<file path="config.mk">
export PLATFORM = sky130hd
export DESIGN_NAME = dma_chan_sched
export DESIGN_NICKNAME = d
export VERILOG_FILES = /design/src/rtl/dma_chan_sched.sv
export SDC_FILE = /design/constraint.sdc
export NUM_CORES = 2
export LEC_CHECK = 0
export ABC_AREA = 0
export CORE_MARGIN = 4
export CORE_UTILIZATION = 58
export CTS_CLUSTER_SIZE = 20
export DETAILED_ROUTE_END_ITERATION = 8
export PLACE_DENSITY = 0.8
export SETUP_SLACK_MARGIN = 0.15
export SLEW_MARGIN = 40
export SYNTH_ARGS = -nofsm -noshare
export SYNTH_HDL_FRONTEND = slang
export SYNTH_SLANG_ARGS = --single-unit
</file>
<file path="constraint.sdc">
create_clock -name clk -period 8.37 [get_ports clk]
set_clock_uncertainty 0.1 [all_clocks]
set_input_delay 1.2555 -clock clk [delete_from_list [all_inputs] [get_ports clk]]
set_output_delay 1.2555 -clock clk [all_outputs]
set_load 0.005 [all_outputs]
</file>
<file path="src/rtl/dma_chan_sched.sv">
// Multi-channel DMA descriptor scheduler: per-channel descriptor FIFOs with fence
// ordering, round-robin issue to one shared data mover, per-channel completion IRQs.
module dma_chan_sched #(
  parameter  int NUM_CHAN   = 4,
  parameter  int ADDR_WIDTH = 48,
  parameter  int LEN_WIDTH  = 32,
  parameter  int QDEPTH     = 4,
  parameter  int MAX_OUT    = 8,
  localparam int CW         = (NUM_CHAN > 1) ? $clog2(NUM_CHAN) : 1
) (
  input  logic                           clk,
  input  logic                           reset,
  input  logic [NUM_CHAN-1:0]            chan_en,
  input  logic [NUM_CHAN-1:0]            desc_valid,
  output logic [NUM_CHAN-1:0]            desc_ready,
  input  logic [NUM_CHAN*ADDR_WIDTH-1:0] desc_src,
  input  logic [NUM_CHAN*ADDR_WIDTH-1:0] desc_dst,
  input  logic [NUM_CHAN*LEN_WIDTH-1:0]  desc_len,
  input  logic [NUM_CHAN-1:0]            desc_fence,
  output logic                           mv_valid,
  input  logic                           mv_ready,
  output logic [CW-1:0]                  mv_chan,
  output logic [ADDR_WIDTH-1:0]          mv_src,
  output logic [ADDR_WIDTH-1:0]          mv_dst,
  output logic [LEN_WIDTH-1:0]           mv_len,
  input  logic                           mv_done,
  input  logic [CW-1:0]                  mv_done_chan,
  output logic [NUM_CHAN-1:0]            irq_pulse,
  output logic [NUM_CHAN-1:0]            chan_busy,
  output logic                           err_underflow
);

  localparam int PW  = $clog2(QDEPTH);
  localparam int QCW = PW + 1;
  localparam int OW  = $clog2(MAX_OUT + 1);
  localparam logic [QCW-1:0] FULL    = QCW'(QDEPTH);
  localparam logic [OW-1:0]  OUT_MAX = OW'(MAX_OUT);
  localparam logic [CW-1:0]  LAST    = CW'(NUM_CHAN - 1);

  typedef enum logic {IDLE, ISSUE} state_t;

  typedef struct packed {
    logic [ADDR_WIDTH-1:0] src;
    logic [ADDR_WIDTH-1:0] dst;
    logic [LEN_WIDTH-1:0]  len;
    logic                  fence;
  } desc_t;

  desc_t          mem       [NUM_CHAN][QDEPTH];
  logic [PW-1:0]  wr_ptr    [NUM_CHAN];
  logic [PW-1:0]  rd_ptr    [NUM_CHAN];
  logic [QCW-1:0] count     [NUM_CHAN];
  logic [QCW-1:0] count_nxt [NUM_CHAN];
  logic [OW-1:0]  outst     [NUM_CHAN];
  logic [OW-1:0]  outst_nxt [NUM_CHAN];

  state_t                state;
  logic [CW-1:0]         rr_ptr, grant, idx;
  logic                  any_elig, issue_hs, underflow;
  logic [NUM_CHAN-1:0]   push, pop, elig, done_hit, done_ok;

  // NOTE: every always_comb output gets a default before any conditional
  // assignment so no path leaves a value held, which would infer a latch.
  always_comb begin
    desc_ready = '0;
    push       = '0;
    elig       = '0;
    done_hit   = '0;
    done_ok    = '0;
    for (int c = 0; c < NUM_CHAN; c++) begin
      desc_ready[c] = (count[c] != FULL);
      push[c]       = desc_valid[c] && desc_ready[c];
      // A fenced head waits for the channel to drain completely.
      elig[c]       = chan_en[c] && (count[c] != '0) && (outst[c] < OUT_MAX) &&
                      (!mem[c][rd_ptr[c]].fence || (outst[c] == '0));
      done_hit[c]   = mv_done && (mv_done_chan == CW'(c));
      done_ok[c]    = done_hit[c] && (outst[c] != '0);
    end
  end

  // First eligible channel at or after rr_ptr.
  always_comb begin
    any_elig = 1'b0;
    grant    = '0;
    idx      = '0;
    for (int i = 0; i < NUM_CHAN; i++) begin
      idx = CW'((int'(rr_ptr) + i) % NUM_CHAN);
      if (!any_elig && elig[idx]) begin
        any_elig = 1'b1;
        grant    = idx;
      end
    end
  end

  always_comb begin
    issue_hs  = (state == ISSUE) && mv_ready;
    underflow = mv_done && !(|done_ok);
    pop       = '0;
    for (int c = 0; c < NUM_CHAN; c++) begin
      pop[c]       = (state == IDLE) && any_elig && (grant == CW'(c));
      count_nxt[c] = count[c] + QCW'(push[c]) - QCW'(pop[c]);
      outst_nxt[c] = outst[c] + OW'(issue_hs && (mv_chan == CW'(c))) - OW'(done_ok[c]);
    end
  end

  // NOTE: descriptor storage has no reset; the reset pointers and counts alone
  // decide which entries are valid, so stale contents are never observed.
  always_ff @(posedge clk) begin
    for (int c = 0; c < NUM_CHAN; c++) begin
      if (push[c]) begin
        mem[c][wr_ptr[c]] <= '{src:   desc_src[c*ADDR_WIDTH +: ADDR_WIDTH],
                               dst:   desc_dst[c*ADDR_WIDTH +: ADDR_WIDTH],
                               len:   desc_len[c*LEN_WIDTH +: LEN_WIDTH],
                               fence: desc_fence[c]};
      end
    end
  end

  // NOTE: sequential state uses non-blocking assignments only, so every
  // register samples the pre-edge values regardless of statement order.
  always_ff @(posedge clk or posedge reset) begin
    if (reset) begin
      state         <= IDLE;
      rr_ptr        <= '0;
      mv_valid      <= 1'b0;
      mv_chan       <= '0;
      mv_src        <= '0;
      mv_dst        <= '0;
      mv_len        <= '0;
      irq_pulse     <= '0;
      chan_busy     <= '0;
      err_underflow <= 1'b0;
      for (int c = 0; c < NUM_CHAN; c++) begin
        wr_ptr[c] <= '0;
        rd_ptr[c] <= '0;
        count[c]  <= '0;
        outst[c]  <= '0;
      end
    end else begin
      for (int c = 0; c < NUM_CHAN; c++) begin
        if (push[c]) wr_ptr[c] <= wr_ptr[c] + PW'(1);
        if (pop[c])  rd_ptr[c] <= rd_ptr[c] + PW'(1);
        count[c]     <= count_nxt[c];
        outst[c]     <= outst_nxt[c];
        chan_busy[c] <= (count_nxt[c] != '0) || (outst_nxt[c] != '0);
      end
      irq_pulse <= done_ok;
      if (underflow) err_underflow <= 1'b1;

      case (state)
        IDLE: if (any_elig) begin
          state    <= ISSUE;
          mv_valid <= 1'b1;
          mv_chan  <= grant;
          mv_src   <= mem[grant][rd_ptr[grant]].src;
          mv_dst   <= mem[grant][rd_ptr[grant]].dst;
          mv_len   <= mem[grant][rd_ptr[grant]].len;
        end
        ISSUE: if (mv_ready) begin
          state    <= IDLE;
          mv_valid <= 1'b0;
          rr_ptr   <= (mv_chan == LAST) ? '0 : mv_chan + CW'(1);
        end
        default: state <= IDLE;
      endcase
    end
  end

endmodule

</file>
# Yosys cells after proc, flatten, opt, wreduce, memory -nomap -nowiden
# Memory sizes are Yosys's and may differ from the RTL's.
# Cells that the tools add are included.
[totals]
ff_bits = 187
ramBits = 2064
wordCells = 245
memories = 1
[mem_list]
columns = ["name", "depth", "width", "read_ports", "rd_clocked_by_memory_dff", "wr", "line", "source"]
rows = [
  ["mem", 4, 516, 5, 0, 4, "49", "desc_t mem [NUM_CHAN][QDEPTH];"],
]
[classes]
n_addsub = 28
order_cmp = 22
eq_ne = 15
n_mux = 57
bitwise = 11
n_reduce_logical = 85
[ops]
columns = ["cell", "count"]
rows = [
  ["$mux W516", 4],
  ["$bmux W129 S2", 5],
  ["$demux W129 S2", 4],
  ["$mux W129", 6],
  ["$logic_and A1 B1 Y1", 42],
  ["$reduce_bool A4 Y1", 8],
  ["$ge A3 B3 Y1 const B", 10],
  ["$not A2 Y3", 10],
  ["$mux W1", 24],
  ["$reduce_bool A3 Y1", 8],
  ["$add A2 B1 Y2 const B", 10],
  ["$add A4 B1 Y4", 4],
  ["$logic_not A4 Y1", 4],
  ["$lt A4 B4 Y1 const B", 4],
  ["$sub A4 B1 Y4", 4],
  ["$mux W2", 7],
  ["$add A3 B1 Y3", 4],
  ["$eq A2 B2 Y1 const B", 6],
  ["$lt A2 B3 Y1 const B", 4],
  ["$lt A3 B1 Y1 const B", 4],
  ["$ne A3 B3 Y1 const B", 4],
  ["$sub A3 B1 Y3", 4],
  ["$bmux W1 S2", 4],
  ["$logic_not A1 Y1", 8],
  ["other kinds (10)", 26],
]

# Logic depth before layout (Yosys ltp)
[logic_depth]
depth_word = 27
mapped_depth = 18

# Worst setup path after synthesis
# OpenSTA, ideal clock, no wires.
[synth_timing]
path_kind = "input -> register"
startpoint = "input chan_en[3]"
endpoint = "register chan_busy[1]"
setup_ns = 0.138
arrival_ns = 4.654
required_time_ns = 8.132
slack_ns = 3.477
path_stages = 15
path_cell_list = "nand2b_1 -> a211o_1 -> buf_2 -> a211o_1 -> or2_2 -> nand3_1 -> clkbuf_1 -> nor2_1 -> ha_1 -> inv_1 -> ha_1 -> fa_1 -> xnor2_1 -> or4_1 -> or4_1"
[synth_rtl]
columns = ["item", "line", "source"]
rows = [
  ["from (decl)", "13", "input logic [NUM_CHAN-1:0] chan_en,"],
  ["to (signal, indexed assignment)", "145", "chan_busy[c] <= (count_nxt[c] != '0) || (outst_nxt[c] != '0);"],
  ["to (decl)", "29", "output logic [NUM_CHAN-1:0] chan_busy,"],
]

# Final worst setup path
[layout_timing]
startpoint = "register outst[6] (netlist name)"
endpoint = "register mv_dst[10]"
[layout_between]
elab_chain_len = 23
elab_cells_between_ends = 37
cone_classes = "order compare (1); mux (22); bitwise (2); reduce/logical (11); memory (1)"
[layout_rtl]
columns = ["item", "line", "source"]
rows = [
  ["from (decl)", "54", "logic [OW-1:0] outst [NUM_CHAN];"],
  ["from (signal, indexed assignment)", "144", "outst[c] <= outst_nxt[c];"],
  ["$lt A4 B4 Y1 / $logic_not A4 Y1 (equally long branches)", "74, 75", ""],
  ["$logic_and A1 B1 Y1 / $logic_or A1 B1 Y1 (equally long branches)", "74, 75", ""],
  ["$logic_and A1 B1 Y1 (*)", "74", "elig[c] = chan_en[c] && (count[c] != '0) && (outst[c] < OUT_MAX) &&"],
  ["$bmux W1 S2", "88", "if (!any_elig && elig[idx]) begin"],
  ["$mux W1 (not written as such)", "88", ""],
  ["$mux W1", "88", ""],
  ["$logic_not A1 Y1", "88", ""],
  ["$logic_and A1 B1 Y1", "88", ""],
  ["[5 not listed]", "n/a", ""],
  ["$logic_and A1 B1 Y1", "88", ""],
  ["$mux W2", "88", ""],
  ["$not A2 Y3 (not written as such)", "156", "mv_dst <= mem[grant][rd_ptr[grant]].dst;"],
  ["$bmux W2 S2", "156", ""],
  ["$mux W2 (not written as such) (2 in a row)", "156", ""],
  ["$not A2 Y3 (not written as such)", "156", ""],
  ["$bmux W129 S2", "156", ""],
  ["$mux W129 (2 in a row)", "n/a", ""],
  ["to (signal assigned)", "156", ""],
  ["to (decl)", "24", "output logic [ADDR_WIDTH-1:0] mv_dst,"],
]
# Every way passes the cells marked *; elsewhere a longest branch is shown, timed or not. The select of a mux whose other input is x is not followed.
# A chain may end at the register's enable or synchronous reset.

==> impl_metrics.tcl <==
set metrics [dict create \
    outcome "finished, violations left" \
    violations "DRC" \
    cts-root-buf "clkbuf_16" \
    ir_worst_vdd_uv 444 \
    slew_headroom_pct 32.5 \
    crit_required_ns 8.99 \
    post_drt_via_cell_ratio 7.00 \
    grt_max_degree 164 \
    tritoncts "done" \
    worstSetupPathType "flip-flop to flip-flop" \
    yosys.area.top_type "edfxtp_1" \
    dr.pass1.iters 9 \
    yosysTopAreaCellShare_pct 73.4 \
    avgSynthCellArea_sq_um 17.9 \
    postCtsSetupRepairBufs 0 \
    antenna_found_initial 97 \
    endpoint_kind "flip-flop" \
    placedCellCount 7049 \
    insertion_delay_ns 0.85 \
    finalWirelength_um 260000 \
    core_area_sq_um 144000 \
    setup_violations 0 \
    multiInputGateArea_sq_um 16400 \
    grt_use_total_pct 33.8 \
    numClockSinks 2251 \
    timing.max_cap.violations 0 \
    worst_hold_path_type "flip-flop to flip-flop" \
    synth_edf_count 2064 \
    p_leak_uw 0.0337 \
    worstMarginPinSlew_ns 1.01 \
    grt_pass1_vias 53252 \
    fin_ws_ns 3.14 \
    hold_ws_ns 0.365 \
    fp.dieArea_sq_um 152000 \
    worstPathArrival_ns 5.85 \
    wire_per_inst_um 34.5 \
    nFillCells 8578 \
    ys_seq_area_share_pct 78.9 \
    ff2ff_path_depth 12 \
    fin_crit_sh_pct 62.5 \
    drc 3 \
    final_layout_size_suffix_gt1_share_pct 12.1 \
    seqCellArea_sq_um 66700 \
    start_util_pct 58.6 \
    fin_nets 5949 \
    final_max_slew_viol_count 0 \
    p_per_area_nw_per_um2 401 \
    fin_util_pct 70.2 \
    synth_flop_cell "edfxtp_1" \
    gp_congestion 0.848 \
    rows 139 \
    ios 674 \
    gr-total-overflow 0 \
    cts-resized-gates 0 \
    dp_worst_setup_slack_ns 2.36 \
    postCtsHoldBufs 0 \
    dpl.hpwl_um 147000 \
    layout_commonest_cell "edfxtp_1" \
    mostFrequentLayoutCells "2064 x edfxtp_1, 673 x clkdlybuf4s50_1, 318 x a222oi_1" \
    path_max_fanout 109 \
    num_vias 52733 \
    hold_violations 0 \
    hold_depth 1 \
    clkSlewWorstSetupHoldPaths_ns 0.07 \
    setup_tns_ns 0 \
    synth_cell_types 70 \
    port_buffers 673 \
    ys_top_cells_by_area "edfxtp_1 73%, dfrtp_1 5.5%, a222oi_1 3.8%" \
    instances_no_fill 7535 \
    clock_path_buffers 3 \
    ys_ff_latch 2251 \
    synth_area_sq_um 84400 \
    startpoint_type "flip-flop" \
    syn-instance-count 4705 \
    rsz0062_at_grt "no" \
    cts_buffers 210 \
    min_period_ns 5.23 \
    drt_iter0_markers 9655 \
    max_freq_ghz 0.191 \
    ant_nets 0 \
    die_height_um 390 \
    async_flop_share_pct 8.31 \
    synth_fp_nets 5291 \
    area_growth_pct 19.8 \
    grt_first_pass_wirelength_um 371000 \
    h-tree-depth 4 \
    synth_warnings 0 \
    die_w_um 390 \
]
-- sequential cells by signal (all words and copies together) (netlist names) --
name,flops
mv_chan,2
state,1
mv_src,48
mv_valid,1
rd_ptr,8
chan_busy,4
count,12
err_underflow,1
mem,2064
rr_ptr,2
mv_len,32
mv_dst,48
irq_pulse,4
wr_ptr,8
outst,16
-- routing by layer --
layer	track usage (%)	wire length (um)
met1	43.8	87700
met2	53.2	123000
met3	10.7	38000
met4	14.8	11200
met5	0	292
-- logic make-up after synthesis --
group / after synthesis / share of synthesized area, %
flops: 2251 / 78.9
compound gates: 1098 / 11.0
simple gates: 597 / 3.27
buf+inv: 386 / 1.92
mux: 289 / 3.69
fa+ha+maj: 56 / 0.901
xor+xnor: 28 / 0.290
-- where the power goes --
part	switching [uW]	leakage, uW	internal, uW
Combinational	9680	0.00911	5120
Clock	4210	0.00353	5640
Sequential	915	0.0210	15000
-- cell usage after synthesis, types with 6 or more instances --
master and number:
nand2_1 283, a221o_1 36, a22o_1 30, o221a_2 46, o21ai_0 35, buf_2 70, ha_1 48, a21boi_0 31
mux2_1 7, xor2_1 10, and4_1 8, a222oi_1 318, or4_1 8, o31ai_1 11, xnor2_1 18, buf_1 17
nand2b_1 6, nand3_1 79, and2_1 12, o22ai_1 12, a22oi_1 83, nor2_1 77, fa_1 8, a221oi_1 101
dfrtp_1 187, a211oi_1 44, o31a_1 8, mux2i_1 148, a32oi_1 6, buf_4 13, a21oi_1 127, o221a_1 15
nor3_1 36, edfxtp_1 2064, a21o_1 26, mux2_2 130, nand4_1 10, a2111oi_0 16, o221ai_1 51, o211ai_1 79
clkbuf_1 222, and3_1 58, inv_1 58
-- stage by stage --
step	instance area [sq um]	power, uW
after CTS	101000	40200
after global routing	101000	41900
after floorplan	84400	24700
after detailed placement	93600	30300
final	101000	40600
after global placement	93300	29800
-- final cells by class --
class / instances / share of cell area, %
Sequential cell: 2251 / 65.9
Multi-Input combinational cell: 2068 / 16.2
Timing Repair Buffer: 774 / 8.01
Clock buffer: 284 / 5.82
Tap cell: 1903 / 2.35
Clock inverter: 115 / 1.31
Inverter: 58 / 0.223
Antenna cell: 82 / 0.203
-- path summary, 6_finish.rpt --
check                      slack, ns          start            end
max                             3.14       outst[6]     mv_dst[10]
min                             0.36  err_underflow  err_underflow
max reg2reg                     3.14       outst[6]     mv_dst[10]
min reg2reg                     0.36  err_underflow  err_underflow
max in group asynchronous       5.95          reset      mv_dst[5]
min in group asynchronous       0.82          reset      wr_ptr[2]
-- worst max-delay path, cell delays in order (launching register included) --
cell       delay [ns]
dfrtp_1          0.36
inv_1            0.07
ha_1             0.14
or3b_2           0.52
a2111oi_1        0.71
nor4_2           0.18
o21a_1           0.50
nor3_4           0.67
buf_12           0.31
buf_16           0.42
mux2_2           0.41
a221o_1          0.36
o221a_2          0.13
No activity file was read; power rests on OpenSTA's default activity.
